## src/rtl/main_fsm.sv

```systemverilog
// Multicycle ARM controller main FSM: sequences fetch/decode/execute and decodes datapath controls.
// Optional MAIN_FSM_MEMWAIT_EN: FETCH, MEMREAD and MEMWRITE stall until MemReady.
module main_fsm #(
    parameter int STATE_W = 4
) (
    input  logic       clk,
    input  logic       reset,
    input  logic [1:0] Op,
    input  logic [5:0] Funct,
    input  logic       MemReady,
    output logic       IRWrite,
    output logic       AdrSrc,
    output logic [1:0] ALUSrcA,
    output logic [1:0] ALUSrcB,
    output logic [1:0] ResultSrc,
    output logic       ALUOp,
    output logic       NextPC,
    output logic       RegW,
    output logic       MemW,
    output logic       Branch
);

    localparam logic [STATE_W-1:0] S_FETCH    = STATE_W'(0);
    localparam logic [STATE_W-1:0] S_DECODE   = STATE_W'(1);
    localparam logic [STATE_W-1:0] S_MEMADR   = STATE_W'(2);
    localparam logic [STATE_W-1:0] S_MEMREAD  = STATE_W'(3);
    localparam logic [STATE_W-1:0] S_MEMWB    = STATE_W'(4);
    localparam logic [STATE_W-1:0] S_MEMWRITE = STATE_W'(5);
    localparam logic [STATE_W-1:0] S_EXECR    = STATE_W'(6);
    localparam logic [STATE_W-1:0] S_EXECI    = STATE_W'(7);
    localparam logic [STATE_W-1:0] S_ALUWB    = STATE_W'(8);
    localparam logic [STATE_W-1:0] S_BRANCH   = STATE_W'(9);
    localparam logic [STATE_W-1:0] S_UNKNOWN  = STATE_W'(10);

    logic [STATE_W-1:0] state_q;
    logic [STATE_W-1:0] state_d;
    logic               mem_go;
    logic               unused_funct;

    assign unused_funct = ^Funct[4:1];

`ifdef MAIN_FSM_MEMWAIT_EN
    assign mem_go = MemReady;
`else
    logic unused_mem_ready;
    assign unused_mem_ready = MemReady;
    assign mem_go           = 1'b1;
`endif

    always_ff @(posedge clk or posedge reset) begin
        if (reset) begin
            state_q <= S_FETCH;
        end else begin
            state_q <= state_d;
        end
    end

    always_comb begin
        state_d = S_FETCH;
        case (state_q)
            S_FETCH:    state_d = mem_go ? S_DECODE : S_FETCH;
            S_DECODE: begin
                case (Op)
                    2'b00:   state_d = Funct[5] ? S_EXECI : S_EXECR;
                    2'b01:   state_d = S_MEMADR;
                    2'b10:   state_d = S_BRANCH;
                    default: state_d = S_UNKNOWN;
                endcase
            end
            S_MEMADR:   state_d = Funct[0] ? S_MEMREAD : S_MEMWRITE;
            S_MEMREAD:  state_d = mem_go ? S_MEMWB : S_MEMREAD;
            S_MEMWB:    state_d = S_FETCH;
            S_MEMWRITE: state_d = mem_go ? S_FETCH : S_MEMWRITE;
            S_EXECR:    state_d = S_ALUWB;
            S_EXECI:    state_d = S_ALUWB;
            S_ALUWB:    state_d = S_FETCH;
            S_BRANCH:   state_d = S_FETCH;
            S_UNKNOWN:  state_d = S_FETCH;
            default:    state_d = S_FETCH;
        endcase
    end

    // Illegal encodings fall through to the all-zero defaults, same as UNKNOWN.
    always_comb begin
        IRWrite   = 1'b0;
        AdrSrc    = 1'b0;
        ALUSrcA   = 2'd0;
        ALUSrcB   = 2'd0;
        ResultSrc = 2'd0;
        ALUOp     = 1'b0;
        NextPC    = 1'b0;
        RegW      = 1'b0;
        MemW      = 1'b0;
        Branch    = 1'b0;
        case (state_q)
            S_FETCH: begin
                IRWrite   = mem_go;
                NextPC    = mem_go;
                ALUSrcA   = 2'd1;
                ALUSrcB   = 2'd2;
                ResultSrc = 2'd2;
            end
            S_DECODE: begin
                ALUSrcA   = 2'd1;
                ALUSrcB   = 2'd2;
                ResultSrc = 2'd2;
            end
            S_MEMADR:   ALUSrcB = 2'd1;
            S_MEMREAD:  AdrSrc  = 1'b1;
            S_MEMWB: begin
                ResultSrc = 2'd1;
                RegW      = 1'b1;
            end
            S_MEMWRITE: begin
                AdrSrc = 1'b1;
                MemW   = 1'b1;
            end
            S_EXECR:    ALUOp = 1'b1;
            S_EXECI: begin
                ALUSrcB = 2'd1;
                ALUOp   = 1'b1;
            end
            S_ALUWB:    RegW = 1'b1;
            S_BRANCH: begin
                ALUSrcB   = 2'd1;
                ResultSrc = 2'd2;
                Branch    = 1'b1;
            end
            default: begin
            end
        endcase
    end

endmodule

```

## config.mk

```make
export PLATFORM = sky130hd
export DESIGN_NAME = main_fsm
export DESIGN_NICKNAME = d
export VERILOG_FILES = /design/src/rtl/main_fsm.sv
export SDC_FILE = /design/constraint.sdc
export NUM_CORES = 1
export LEC_CHECK = 0
export CAP_MARGIN = 30
export CORE_AREA = 4 4 41 43
export DETAILED_ROUTE_END_ITERATION = 12
export DIE_AREA = 0 0 45 47
export GPL_TIMING_DRIVEN = 0
export PLACE_DENSITY_LB_ADDON = 0.3
export SYNTH_ARGS = -nofsm -noshare
export SYNTH_HDL_FRONTEND = slang
export SYNTH_SLANG_ARGS = --single-unit
```

## constraint.sdc

```tcl
create_clock -name clk -period 2.7 [get_ports clk]
set_input_delay 0.405 -clock clk [delete_from_list [all_inputs] [get_ports clk]]
set_output_delay 0.405 -clock clk [all_outputs]
set_load 0.02 [all_outputs]
```

==> out/results.tsv, run 1 <==
stage	metric	value	unit
status	status	complete, no violations	
sta	finalMaxSlewViolations	0	
yosys	synth_mux_area_share	0	%
floorplanning	fp.dieW	45	um
pwr	power.internal	0.4710	mW
setup_path	cp_cell_sequence	buf_2, nor4_1, buf_4, clkdlybuf4s50_1	
setup_path	cp.arrival	2.00	ns
run	cap_violations	0	
routing	avgRoutedWirePerCell	11.05	um
cts	cts-resized-gates	0	
setup_path	worstReg2RegStart	state_q[1]	
pwr	pwr-share-seq	13.3	%
setup_path	rrSetupSlack	1.65	ns
setup_path	crit_path_top_delay_cell	clkdlybuf4s50_1	
cts	numCtsBuffers	3	
placed_design	portBuffers	17	
setup_path	worstSetupPathType	reg2out	
setup_path	path_delay_family	buffers and inverters	
yosys	syn_area	365.4	um^2
sta	hold_violations	0	
sta	fin_setup_tns	0	ns
setup_path	critPathMaxStageDelay	0.59	ns
pwr	p_switching	0.3969	mW
grt	grt_overflow_total	0	
setup_path	startpoint_type	flip-flop	
pwr	finalPower	0.8679	mW
cts	cts-root-buf	clkbuf_4	
layout	final_common_cell	clkdlybuf4s50_1	
grt	grt_pass1_wl	1.449	mm
placed_design	post-dp-hpwl	692	um
cts	ctsHoldBuffers	0	
floorplanning	die_area	2115	um^2
cts	cts_max_level	1	
pwr	peakVddDrop	648.7	uV
cts	cts_tree	yes	
setup_path	path_max_fanout	10	
pwr	power.density	1505	nW/um^2
yosys	seq_area_frac_synth	27.40	%
yosys	synthCells	43	
setup_path	required	2.30	ns
routing	vias	369	
grt	antenna_found_initial	0	
yosys	synthXorXnorAreaFrac	7.192	%
layout	diodes	0	
pwr	pwr-share-comb	77.9	%
pwr	swShare	45.73	%
cts	clk_latency	0.24	ns
layout	top_register	state_q	
yosys	synth_compound_area_share	16.44	%
cts	postCtsSetupRepairBufs	0	
floorplanning	io_pins	24	
floorplanning	start_util	28.08	%
floorplanning	coreArea	1301	um^2
setup_path	r2r_end	state_q[0]	
hold_path	hp-class	in2async	
yosys	yosysTopAreaCellShare	27.40	%
sta	finClkSkew	0.002580	ns
sta	fmax	416.1	MHz
cts	clkSlewWorstSetupHoldPaths	0.04	ns
cts	cts_sinks	4	
routing	via_per_inst	4.731	
yosys	ys_warn_count	0	
sta	finalCritPeriodShare	89.02	%
yosys	synth_nets	54	
grt	grt_pass1_vias	329	
floorplanning	rows	13	
setup_path	cp-startpoint	state_q[3]	
floorplanning	die_y	47	um
grt	grt_max_degree	11	
routing	drt_pass1_iterations	4	
setup_path	path_buf_inv	3	
yosys	synth_top_family_by_area	simple AND/OR/NAND/NOR gates	
sta	finalWorstPathRequiredPeriod	2.403	ns
layout	fillCellCount	145	
yosys	yosys.area.top_type	dfrtp_1	
placed_design	gp_congestion	0.7670	
yosys	synth_seq_cells	4	
layout	final_cell_mix	17 x clkdlybuf4s50_1, 4 x clkbuf_4, 4 x nor3_1, 4 x nor2_1, 4 x dfrtp_1	
grt	grt_usage	9.905	%
sta	setup_violations	0	
layout	nNetsFinal	76	
yosys	synth_area_leaders	dfrtp_1 27%, a211oi_2 6.8%, nor3b_2 6.8%, buf_4 6.2%, nor3_1 5.5%	
pwr	clockPowerShare	8.8	%
layout	largest_reg_flops	4	
layout	largest_registers	state_q (4)	
routing	routed_wirelength	862	um
routing	drtIter0Drc	11	
setup_path	r2r_cells	4	
layout	layout-drive-gt1-share	22.22	%
cts	clockBufferDepth	2	
sta	rsz0062_at_grt	false	
yosys	synth.avg_cell_area	8.497	um^2
pwr	p_leak	0.2443	nW
yosys	synthSimpleGateAreaFrac	32.19	%
yosys	synthAdderAreaFrac	0	%
routing	ant_nets	0	
setup_path	end_kind	output pin	
yosys	synth.distinct_cells	24	
routing	drc	0	
layout	area_growth	57.88	%
-- synthesized netlist by cell type --
cell and number:
nor3_1 4, clkbuf_4 1, a22oi_1 2, conb_1 1
or2_0 1, buf_4 3, inv_1 3, xor2_1 1
nor3b_2 2, buf_2 1, dfrtp_1 4, nand2b_1 3
buf_6 1, nand2_1 1, o31ai_1 1, o21ai_1 1
xnor2_1 2, nor3b_1 1, a21o_1 1, nor3_2 1
nor4_1 1, nor2_1 4, a211oi_2 2, nand3_1 1
-- power groups by stage --
stage               clock [mW]  sequential [mW]  combinational (mW)
detailed placement           0            0.117               0.684
global route            0.0887            0.120               0.730
global placement             0            0.115               0.681
finish                  0.0764            0.116               0.676
CTS                     0.0784            0.116               0.684
floorplan                    0            0.109               0.434
-- cells by family (layout without fill, tap and decap cells) --
kind of cell	after synthesis	after routing
AO/OA/AOI/OAI	7	7
XOR/XNOR	3	3
buffers and inverters	9	29
flip-flops	4	4
other	1	1
AND/OR/NAND/NOR	19	19
-- through the flow --
step	utilization [%]	cells	hold slack [ns]	setup WS [ns]	area, um^2
CTS	44.33	78	0.3658	0.2802	576.8
global route	44.33	78	0.3697	0.09782	576.8
floorplan	-	43	0.1711	0.6353	365.4
finish	44.33	78	0.3525	0.2966	576.8
detailed placement	42.60	75	0.6082	0.5371	554.3
global placement	42.60	75	0.5991	0.5517	554.3
-- per-layer routing --
metal,track usage [%],vias up,part of all wire [%]
met4,7.018,0,2.4
met2,14.69,14,46
met5,0,-,0
li1,-,184,-
met3,3.448,4,8.1
met1,11.93,167,43
-- worst max-delay path by stage --
stage / end / cells past startpoint / slack, ns
floorplan: NextPC / 3 / 0.64
global placement: NextPC / 4 / 0.55
detailed placement: NextPC / 4 / 0.54
CTS: NextPC / 4 / 0.28
global route: NextPC / 4 / 0.1
finish: NextPC / 4 / 0.30
-- layout make-up --
class	count	area, um^2	area share, %
sequential	4	100.1	17.35
timing repair buffer	17	170.2	29.50
inverter	3	11.26	1.952
tap	15	18.77	3.254
clock buffer	3	22.52	3.905
multi-input combinational	30	207.7	36.01
buffer	6	46.29	8.026
Note: power is estimated with default switching activity, not from simulation.
==> run 2: changes to the inputs <==
--- a/config.mk
+++ b/config.mk
@@ -11,6 +11,7 @@
 export DIE_AREA = 0 0 45 47
 export GPL_TIMING_DRIVEN = 0
 export PLACE_DENSITY_LB_ADDON = 0.3
+export SKIP_CTS_REPAIR_TIMING = 1
 export SYNTH_ARGS = -nofsm -noshare
 export SYNTH_HDL_FRONTEND = slang
 export SYNTH_SLANG_ARGS = --single-unit
==> results of run 2 <==
The final DEF is identical to that of run 1; final timing and power are the same.
